<file path="src/rtl/conv_config_serializer_if.sv">
// conv_config_serializer_if
//   Groups the host field-write port, the start/busy/done handshake and the
//   parameter-FIFO producer port of conv_config_serializer.
//   Signals:
//     cfg_wen, cfg_field[3:0], cfg_wdata   host shadow-register write port
//     start / busy / done                  transfer request and status
//     params_fifo_din, params_fifo_enq     FIFO entry {adr, data} and enqueue strobe
//     params_fifo_full_n                   FIFO has space
//   Modports:
//     master  host + FIFO side (drives writes, start and full_n)
//     slave   serializer side (drives status and the FIFO entry)
interface conv_config_serializer_if #(
    parameter int CONFIG_ADDR_WIDTH = 8,
    parameter int CONFIG_DATA_WIDTH = 8,
    parameter int FIELD_WIDTH       = 32
);
    logic                                         cfg_wen;
    logic [3:0]                                   cfg_field;
    logic [FIELD_WIDTH-1:0]                       cfg_wdata;
    logic                                         start;
    logic                                         busy;
    logic                                         done;
    logic [CONFIG_ADDR_WIDTH+CONFIG_DATA_WIDTH-1:0] params_fifo_din;
    logic                                         params_fifo_enq;
    logic                                         params_fifo_full_n;

    modport master (
        output cfg_wen, cfg_field, cfg_wdata, start, params_fifo_full_n,
        input  busy, done, params_fifo_din, params_fifo_enq
    );

    modport slave (
        input  cfg_wen, cfg_field, cfg_wdata, start, params_fifo_full_n,
        output busy, done, params_fifo_din, params_fifo_enq
    );
endinterface

</file>
<file path="src/rtl/conv_config_serializer.sv">
// conv_config_serializer
//   Host-side producer for the conv controller's parameter FIFO. The host
//   loads 14 layer fields into byte-wide shadow registers; a start pulse
//   serializes them as {adr, data} entries for addresses 0..33 and then
//   emits the terminator entry {34, 8'h00}.
//   Ports:
//     clk   clock
//     rst   asynchronous active-high reset
//     bus   conv_config_serializer_if.slave (field writes, start/busy/done,
//           params_fifo_din/enq/full_n)
//   Optional feature macro: CONV_CFG_SKIP_UNCHANGED_EN
//     When defined, a last-sent copy and per-byte dirty bits are kept and
//     only bytes that changed since they were last transferred are sent;
//     skipped bytes still take one cycle. The terminator is always sent.
module conv_config_serializer #(
    parameter int CONFIG_ADDR_WIDTH = 8,
    parameter int CONFIG_DATA_WIDTH = 8,
    parameter int NUM_CONFIGS       = 35,
    parameter int FIELD_WIDTH       = 32
) (
    input  logic                     clk,
    input  logic                     rst,
    conv_config_serializer_if.slave  bus
);

    localparam int NUM_BYTES = NUM_CONFIGS - 1;
    localparam int IDX_W     = $clog2(NUM_CONFIGS);

    typedef enum logic [1:0] {
        ST_IDLE,
        ST_SEND,
        ST_TERM
    } state_t;

    state_t                         state_q, state_d;
    logic [IDX_W-1:0]               idx_q, idx_d;
    logic                           done_q, done_d;
    logic [CONFIG_DATA_WIDTH-1:0]   shadow_q [NUM_BYTES];
    logic [CONFIG_DATA_WIDTH-1:0]   shadow_d [NUM_BYTES];

`ifdef CONV_CFG_SKIP_UNCHANGED_EN
    logic [CONFIG_DATA_WIDTH-1:0]   last_q [NUM_BYTES];
    logic [CONFIG_DATA_WIDTH-1:0]   last_d [NUM_BYTES];
    logic [NUM_BYTES-1:0]           dirty_q, dirty_d;
`endif

    logic [FIELD_WIDTH-1:0]         wdata;
    logic [IDX_W-1:0]               wr_base;
    logic                           fld_valid;
    logic                           fld_wide;
    logic                           need_send;
    logic                           advance;
    logic                           enq;
    logic [CONFIG_ADDR_WIDTH+CONFIG_DATA_WIDTH-1:0] din;

    assign wdata = bus.cfg_wdata;

    // Byte address of the first byte of the addressed field: 16-bit fields
    // sit at 2k, 32-bit fields 11..13 sit at 22+4(k-11) = 4k-22.
    always_comb begin
        fld_valid = (bus.cfg_field < 4'd14);
        fld_wide  = (bus.cfg_field >= 4'd11);
        if (fld_wide) begin
            wr_base = IDX_W'({bus.cfg_field, 2'b00}) - IDX_W'(22);
        end else begin
            wr_base = IDX_W'({bus.cfg_field, 1'b0});
        end
    end

    // A byte is sent unless the skip feature finds it clean and unchanged.
    always_comb begin
`ifdef CONV_CFG_SKIP_UNCHANGED_EN
        need_send = dirty_q[idx_q] | (shadow_q[idx_q] != last_q[idx_q]);
`else
        need_send = 1'b1;
`endif
    end

    always_comb begin
        state_d = state_q;
        idx_d   = idx_q;
        done_d  = 1'b0;
        shadow_d = shadow_q;
        enq     = 1'b0;
        din     = '0;
        advance = 1'b0;
`ifdef CONV_CFG_SKIP_UNCHANGED_EN
        last_d  = last_q;
        dirty_d = dirty_q;
`endif

        case (state_q)
            ST_IDLE: begin
                // Writes land on the same edge that captures start, so a
                // write paired with start is part of that transfer.
                if (bus.cfg_wen && fld_valid) begin
                    for (int n = 0; n < 4; n++) begin
                        if (n < 2 || fld_wide) begin
                            shadow_d[wr_base + IDX_W'(n)] = wdata[8*n +: 8];
                        end
                    end
                end
                if (bus.start) begin
                    state_d = ST_SEND;
                    idx_d   = '0;
                end
            end

            ST_SEND: begin
                din = {CONFIG_ADDR_WIDTH'(idx_q), shadow_q[idx_q]};
                if (need_send) begin
                    enq     = bus.params_fifo_full_n;
                    advance = bus.params_fifo_full_n;
`ifdef CONV_CFG_SKIP_UNCHANGED_EN
                    if (bus.params_fifo_full_n) begin
                        last_d[idx_q]  = shadow_q[idx_q];
                        dirty_d[idx_q] = 1'b0;
                    end
`endif
                end else begin
                    advance = 1'b1;
                end
                if (advance) begin
                    if (idx_q == IDX_W'(NUM_BYTES - 1)) begin
                        state_d = ST_TERM;
                    end else begin
                        idx_d = idx_q + IDX_W'(1);
                    end
                end
            end

            ST_TERM: begin
                din = {CONFIG_ADDR_WIDTH'(NUM_CONFIGS - 1), {CONFIG_DATA_WIDTH{1'b0}}};
                enq = bus.params_fifo_full_n;
                if (bus.params_fifo_full_n) begin
                    state_d = ST_IDLE;
                    done_d  = 1'b1;
                end
            end

            default: begin
                state_d = ST_IDLE;
            end
        endcase
    end

    // Reset returns to IDLE immediately, so the combinational enq drops
    // asynchronously and any partial stream is abandoned.
    always_ff @(posedge clk or posedge rst) begin
        if (rst) begin
            state_q <= ST_IDLE;
            idx_q   <= '0;
            done_q  <= 1'b0;
            for (int i = 0; i < NUM_BYTES; i++) begin
                shadow_q[i] <= '0;
            end
`ifdef CONV_CFG_SKIP_UNCHANGED_EN
            for (int i = 0; i < NUM_BYTES; i++) begin
                last_q[i] <= '0;
            end
            dirty_q <= '1;
`endif
        end else begin
            state_q  <= state_d;
            idx_q    <= idx_d;
            done_q   <= done_d;
            shadow_q <= shadow_d;
`ifdef CONV_CFG_SKIP_UNCHANGED_EN
            last_q   <= last_d;
            dirty_q  <= dirty_d;
`endif
        end
    end

    assign bus.busy            = (state_q != ST_IDLE);
    assign bus.done            = done_q;
    assign bus.params_fifo_din = din;
    assign bus.params_fifo_enq = enq;

endmodule
</file>
<file path="src/flat_wrapper.sv">
// flat-port wrapper written by rule: the top's interface ports become plain ports
module conv_config_serializer_flat 
#(
    parameter int CONFIG_ADDR_WIDTH = 8,
    parameter int CONFIG_DATA_WIDTH = 8,
    parameter int NUM_CONFIGS       = 35,
    parameter int FIELD_WIDTH       = 32
)
  (clk, rst, bus_cfg_wen, bus_cfg_field, bus_cfg_wdata, bus_start, bus_params_fifo_full_n, bus_busy, bus_done, bus_params_fifo_din, bus_params_fifo_enq);
  conv_config_serializer_if #(.CONFIG_ADDR_WIDTH(CONFIG_ADDR_WIDTH), .CONFIG_DATA_WIDTH(CONFIG_DATA_WIDTH), .FIELD_WIDTH(FIELD_WIDTH)) bus_i ();
  input  logic clk;
  input  logic rst;
  input wire logic [$bits(bus_i.cfg_wen)-1:0] bus_cfg_wen;
  input wire logic [$bits(bus_i.cfg_field)-1:0] bus_cfg_field;
  input wire logic [$bits(bus_i.cfg_wdata)-1:0] bus_cfg_wdata;
  input wire logic [$bits(bus_i.start)-1:0] bus_start;
  input wire logic [$bits(bus_i.params_fifo_full_n)-1:0] bus_params_fifo_full_n;
  output wire logic [$bits(bus_i.busy)-1:0] bus_busy;
  output wire logic [$bits(bus_i.done)-1:0] bus_done;
  output wire logic [$bits(bus_i.params_fifo_din)-1:0] bus_params_fifo_din;
  output wire logic [$bits(bus_i.params_fifo_enq)-1:0] bus_params_fifo_enq;
  assign bus_i.cfg_wen = bus_cfg_wen;
  assign bus_i.cfg_field = bus_cfg_field;
  assign bus_i.cfg_wdata = bus_cfg_wdata;
  assign bus_i.start = bus_start;
  assign bus_i.params_fifo_full_n = bus_params_fifo_full_n;
  assign bus_busy = bus_i.busy;
  assign bus_done = bus_i.done;
  assign bus_params_fifo_din = bus_i.params_fifo_din;
  assign bus_params_fifo_enq = bus_i.params_fifo_enq;
  conv_config_serializer #(.CONFIG_ADDR_WIDTH(CONFIG_ADDR_WIDTH), .CONFIG_DATA_WIDTH(CONFIG_DATA_WIDTH), .NUM_CONFIGS(NUM_CONFIGS), .FIELD_WIDTH(FIELD_WIDTH)) u_core (.clk(clk), .rst(rst), .bus(bus_i));
endmodule
</file>
<file path="config.mk">
export PLATFORM = sky130hd
export DESIGN_NAME = conv_config_serializer_flat
export DESIGN_NICKNAME = d
export VERILOG_FILES = /design/src/rtl/conv_config_serializer_if.sv /design/src/rtl/conv_config_serializer.sv /design/src/flat_wrapper.sv
export SDC_FILE = /design/constraint.sdc
export NUM_CORES = 1
export LEC_CHECK = 0
export BUFFER_PORTS_ARGS = -buffer_cell sky130_fd_sc_hd__buf_2
export CORE_AREA = 2 2 151 153
export CTS_CLUSTER_DIAMETER = 50
export DETAILED_ROUTE_END_ITERATION = 10
export DIE_AREA = 0 0 153 155
export GPL_TIMING_DRIVEN = 0
export PLACE_DENSITY = 0.87
export SYNTH_ARGS = -nofsm -noshare
export SYNTH_HDL_FRONTEND = slang
export SYNTH_SLANG_ARGS = --single-unit
</file>
<file path="constraint.sdc">
create_clock -name clk -period 10.6 [get_ports clk]
set_input_delay 0.53 -clock clk [delete_from_list [all_inputs] [get_ports clk]]
set_output_delay 0.53 -clock clk [all_outputs]
set_load 0.02 [all_outputs]
</file>
==> results.cfg, run 1 <==
[outcome]
status = complete, but fails checks
violations = negative hold slack

[worst_setup_path]
worstSetupStartpointType = register
endpoint_kind = output port
rrSetupSlack_ns = 7.80
crit_type = reg2out
rr_startpoint = u_core.state_q[1]$_DFFE_PP0P_
r2r-end = u_core.shadow_q[107]$_DFFE_PP0P_
cp_max_fo = 10
r2r_cells = 7
required_ns = 10.07
cp_data_arrival_time_ns = 3.75

[routing]
drtPass1Iterations = 7
wl_met3_um = 4350
routed-wl-met2_um = 17600
ant_nets = 0
wl_met1_um = 14800
wl_per_cell_um = 27.2
vias = 10175
via_per_inst = 7.07
drt_iter0_markers = 1377
wl_um = 39200
drc = 0
dr.max_layer_used = met4

[timing]
post-route-period-util_pct = 40.4
final-max-slew-violation-count = 0
post-route-min-period_ns = 4.28
rsz0062_at_grt = no
hold_violations = 2
setup_viol = 0
clock.fmax_ghz = 0.234
finalClockSkew_ns = 0.0156
layout_setup_ws_ns = 6.32
worstMarginPinSlew_ns = 1.05
holdWs_ns = -0.0101
tns_ns = 0
maxSlewHeadroom_pct = 30.1

[synthesis]
syn_area_um2 = 13600
syn_inst = 1041
ys_seq_area_share_pct = 51.8
yosysUniqueCellTypes = 60
synth_flop_cell = dfrtp_1
ys_warn_count = 0
synth-edff-count = 0
synth_top_area_cell = dfrtp_1
netlist_top_cells_area = dfrtp_1 52%, mux2_2 16%, mux4_2 8.1%
syn_avg_cell_area_um2 = 13.0
async_flop_share_pct = 100
synth_top_area_share_pct = 51.8
synth_seq_cells = 281

[cts]
cts_made_buffers = 30
htreeDepth = 1
root_buffer = clkbuf_16
clk_latency_ns = 0.57
cts_tree = yes
cts_resized = 0
clk_pin_slew_ns = 0.06
max-clock-path-buffers = 3
postCtsHoldBufs = 0
cts_setup_buffers = 0
cts_sinks = 281

[cells_and_area]
antennaDiodeCount = 0
final_cell_mix = 281 x dfrtp_1, 191 x mux2_2, 81 x buf_2
layout-drive-gt1-share_pct = 35.4
final_nets = 1178
stdcell_count = 1440
mostFrequentLayoutCell = dfrtp_1
syn2layout_area_growth_pct = 12.6
fill_cells = 1513

[placed_design]
globalplace.congestion = 0.942
place_ws_ns = 7.17
dp_hpwl_um = 25900
dp_cells = 1384
port_buffers = 55

[global_routing]
grt_pass1_wl_um = 60000
track_usage_pct = 33.2
grt_pass1_vias = 10382
grt_max_degree = 127
overflow = 0
antenna_found_initial = 0

[pwr]
power_density_nw_per_um2 = 275
peakVddDrop_v = 0.000184
leakage_nw = 6.72

[floorplan]
fp-row-count = 55
initial_core_util_pct = 61.1
die-area_um2 = 23700
core_um2 = 22200
dieHeight_um = 155
num_io_pins = 60
die_w_um = 153

[min_path]
hold_class = in2async

[flow_run]
maxCapViolations = 0
power breakdown:
| group | switching [mW] | internal, mW | total, mW | leakage, nW |
|---|---|---|---|---|
| sequential | 0.244 | 1.50 | 1.74 | 3.56 |
| clock | 0.446 | 0.627 | 1.07 | 0.506 |
| combinational | 0.707 | 0.686 | 1.39 | 2.66 |
| total | 1.40 | 2.81 | 4.21 | 6.72 |
routing by layer:
layer / global-route usage (%) / up-vias
li1: - / 4081
met1: 43.9 / 5149
met2: 50.8 / 737
met3: 8.22 / 208
met4: 18.8 / 0
met5: 0 / -
per-stage QoR:
step                      area [um^2]  utilization [%]  hold slack, ns  power (mW)
after floorplan                 13600                -           0.452        2.68
after global placement          14200             63.9           0.463        3.00
after detailed placement        14300             64.2           0.470        3.09
after CTS                       15300             68.8          0.0248        4.17
after global routing            15300             68.8          0.0504        4.37
final                           15300             68.8         -0.0101        4.21
worst max-delay path, cell delays in order (launching register included):
cell,delay [ns]
dfrtp_1,0.43
clkbuf_1,0.33
nor2_1,0.60
clkbuf_1,0.78
nand2_1,0.13
a41oi_1,0.35
o311ai_1,0.17
o21ai_1,0.19
buf_2,0.21
cell type report:
cell class	instances	area, um^2	share of cell area [%]
timing repair buffer	57	330	2.16
buffer	95	502	3.28
clock inverter	12	133	0.868
multi-input combinational	657	6010	39.3
inverter	9	41.3	0.270
clock buffer	44	883	5.78
tap	285	357	2.33
sequential	281	7030	46.0
cells in the mapped netlist (all sizes together) (7+ instances only):
library cell,number
dfrtp,281
o32ai,7
mux2i,33
nor2,81
nand2,11
and2,7
clkbuf,43
inv,9
a22o,11
a21oi,75
o22ai,69
mux2,216
nand3,13
o21ai,8
mux4,49
buf,52
registers in the layout (all words and copies together) (netlist names):
signal           cells
u_core.state_q       2
u_core.bus.done      1
u_core.idx_q         6
u_core.shadow_q    272
worst max-delay path by stage:
stage,start,endpoint
final,u_core.idx_q[3]$_DFFE_PP0P_,bus_params_fifo_din[0]
after global routing,u_core.idx_q[3]$_DFFE_PP0P_,bus_params_fifo_din[0]
after CTS,u_core.idx_q[3]$_DFFE_PP0P_,bus_params_fifo_din[0]
after detailed placement,u_core.idx_q[3]$_DFFE_PP0P_,bus_params_fifo_din[0]
after global placement,rst,u_core.idx_q[5]$_DFFE_PP0P_
after floorplan,rst,u_core.bus.done$_DFF_PP0_
cell families (layout without fill, tap and decap cells):
| kind of cell | count (synthesis) | after routing | synth area share [%] |
|---|---|---|---|
| muxes | 298 | 298 | 28.5 |
| xor gates and xnor gates | 3 | 3 | 0.194 |
| buffers and inverters | 104 | 217 | 3.95 |
| DFF | 281 | 281 | 51.8 |
| AOI/OAI and AO/OA | 200 | 200 | 9.57 |
| and+or+nand+nor | 148 | 148 | 5.42 |
| adders and majority gates | 6 | 6 | 0.553 |
| other | 1 | 2 | 0.0276 |
Note: power is estimated with default switching activity, not from simulation.
==> run 2: changes to the inputs <==
--- a/config.mk
+++ b/config.mk
@@ -6,12 +6,12 @@
 export NUM_CORES = 1
 export LEC_CHECK = 0
 export BUFFER_PORTS_ARGS = -buffer_cell sky130_fd_sc_hd__buf_2
-export CORE_AREA = 2 2 151 153
+export CORE_AREA = 2 2 159 161
 export CTS_CLUSTER_DIAMETER = 50
 export DETAILED_ROUTE_END_ITERATION = 10
-export DIE_AREA = 0 0 153 155
+export DIE_AREA = 0 0 161 163
 export GPL_TIMING_DRIVEN = 0
-export PLACE_DENSITY = 0.87
+export PLACE_DENSITY = 0.83
 export SYNTH_ARGS = -nofsm -noshare
 export SYNTH_HDL_FRONTEND = slang
 export SYNTH_SLANG_ARGS = --single-unit
==> constraint.sdc (replaced) <==
create_clock -name clk -period 3.7 [get_ports clk]
set_input_delay 0.185 -clock clk [delete_from_list [all_inputs] [get_ports clk]]
set_output_delay 0.185 -clock clk [all_outputs]
set_load 0.02 [all_outputs]
==> run 2 against run 1 <==
The run now ends clean; global-route usage is 2.3 points lower; sequential power rose to 2.9 times the previous value; clock-buffer cell count unchanged; cell count is 4.7% higher; sequential share of layout area fell by 0.99 points; total power increased to 2.9 times the previous value; critical path depth stayed put; first-iteration DRC count shrank 4.4%; die area up 11%; critical path type unchanged; critical endpoint is now bus_params_fifo_din[6].
==> results.cfg, run 2 (synthesis results as in run 1) <==
[cells_and_area]
regMostFlops = u_core.shadow_q
final_cell_mix = 281 x dfrtp_1, 191 x mux2_2, 81 x buf_2
largestRegisters = u_core.shadow_q (272), u_core.idx_q (6), u_core.state_q (2)
mostFrequentLayoutCell = dfrtp_1
final_nets = 1203
syn2layout_area_growth_pct = 15.1
layout-drive-gt1-share_pct = 35.3
largest_register_ffs = 272

[timing]
rsz0062_at_grt = no
tns_ns = 0
post-route-min-period_ns = 3.66
final-max-slew-violation-count = 0
holdWs_ns = 0.000639
post-route-period-util_pct = 98.9
finalClockSkew_ns = 0.0149
clock.fmax_ghz = 0.273
hold_violations = 0
worstMarginPinSlew_ns = 1.02
setup_viol = 0
maxSlewHeadroom_pct = 32.0

[cts]
max-clock-path-buffers = 3
clk_pin_slew_ns = 0.06
cts_sinks = 281
root_buffer = clkbuf_16
clk_latency_ns = 0.56
cts_tree = yes
cts_setup_buffers = 0
htreeDepth = 1
cts_made_buffers = 31

[global_routing]
antenna_found_initial = 0
grt_pass1_wl_um = 61100
grt_use_met3_pct = 7.44
grt_util_met1_pct = 41.7
met2_usage_pct = 48.6
grt_pass1_vias = 10300
grt_max_degree = 43
grt_busiest_layer = met2
overflow = 0
track_usage_pct = 30.8

[routing]
wl_um = 40000
drc = 0
via_per_inst = 6.70
vias = 10092
wl_per_cell_um = 26.5
ant_nets = 0
drt_iter0_markers = 1317
drtPass1Iterations = 5

[worst_setup_path]
cp_max_fo = 10
required_ns = 3.51
worstSetupStartpointType = register
endpoint_kind = output port
crit_type = reg2out
cp_data_arrival_time_ns = 3.47

[floorplan]
die-area_um2 = 26200
dieHeight_um = 163
num_io_pins = 60
core_um2 = 24700
initial_core_util_pct = 55.0
fp-row-count = 58
die_w_um = 161

[flow_run]
maxCapViolations = 0

[placed_design]
port_buffers = 55
globalplace.congestion = 0.959
dp_hpwl_um = 27200

[pwr]
peakVddDrop_v = 0.000572
power_density_nw_per_um2 = 771
leakage_nw = 6.84

[min_path]
hold_class = in2reg

[outcome]
status = complete, no violations
-- run 2: cell count changes in the layout (fill, tap and decap cells not counted), moves of 2 or more --
| cell | before | now |
|---|---|---|
| dlygate4sd3_1 | 0 | 20 |
| buf_12 | 0 | 7 |
| clkinv_2 | 6 | 2 |
| clkbuf_1 | 49 | 46 |
| clkbuf_2 | 0 | 3 |
| buf_16 | 2 | 0 |
| clkinvlp_4 | 0 | 2 |
-- run 2: worst max-delay path: stages, from the launching register on --
cell and delay [ns]:
dfrtp_1 0.35, buf_2 0.26, inv_2 0.12, or3_1 0.42, clkbuf_1 0.39, o22ai_1 0.43, a2111oi_1 0.13, o32ai_1 0.55
buf_2 0.27
-- run 2: cell type report --
type | count | area, um^2
fill | 1827 | 9050
sequential | 281 | 7030
multi-input combinational | 657 | 6010
clock buffer | 44 | 895
timing repair buffer | 82 | 616
buffer | 94 | 502
tap | 330 | 413
clock inverter | 9 | 115
inverter | 9 | 37.5
antenna | 1 | 2.50
-- run 2: per-layer routing --
| metal | part of all wire (%) | routed length, um |
|---|---|---|
| met5 | 0 | 0 |
| met4 | 4.5 | 1790 |
| met3 | 10 | 4090 |
| met2 | 46 | 18400 |
| met1 | 39 | 15700 |
-- run 2: through the flow --
step	instances	area, um^2	setup slack, ns	util (%)	power (mW)
floorplan	1042	13600	-0.206	-	7.68
global placement	1427	14300	-1.76	57.8	8.63
detailed placement	1434	14400	0.397	58.4	8.87
CTS	1507	15600	0.0696	63.3	12.0
global route	1506	15600	0.000401	63.3	12.5
finish	1507	15600	0.0402	63.3	12.1
-- run 2: power breakdown --
part	internal (mW)	switching (mW)	leakage, nW
logic	1.99	2.01	2.78
registers	4.29	0.678	3.56
clock network	1.82	1.27	0.495
total	8.10	3.95	6.84
-- run 2: timing repair --
item                                    4_1_cts  5_1_grt
endpoints found under the setup margin        6        4
endpoints found under the hold margin        88        0
hold buffers                                 20        0
resized for setup                             1        6
-- run 2: path summary, 6_finish.rpt --
path | slack, ns | endpoint | from | cells after the start
min | 0.0006 | u_core.shadow_q[43]$_DFFE_PP0P_ | bus_cfg_wdata[19] | 2
max reg2reg | 0.79 | u_core.shadow_q[234]$_DFFE_PP0P_ | u_core.state_q[1]$_DFFE_PP0P_ | 7
min in group asynchronous | 0.24 | u_core.shadow_q[42]$_DFFE_PP0P_ | rst | 3
min reg2reg | 0.48 | u_core.shadow_q[155]$_DFFE_PP0P_ | u_core.shadow_q[155]$_DFFE_PP0P_ | 1
max in group asynchronous | 2.30 | u_core.idx_q[4]$_DFFE_PP0P_ | rst | 6
max | 0.04 | bus_params_fifo_din[6] | u_core.idx_q[1]$_DFFE_PP0P_ | 8
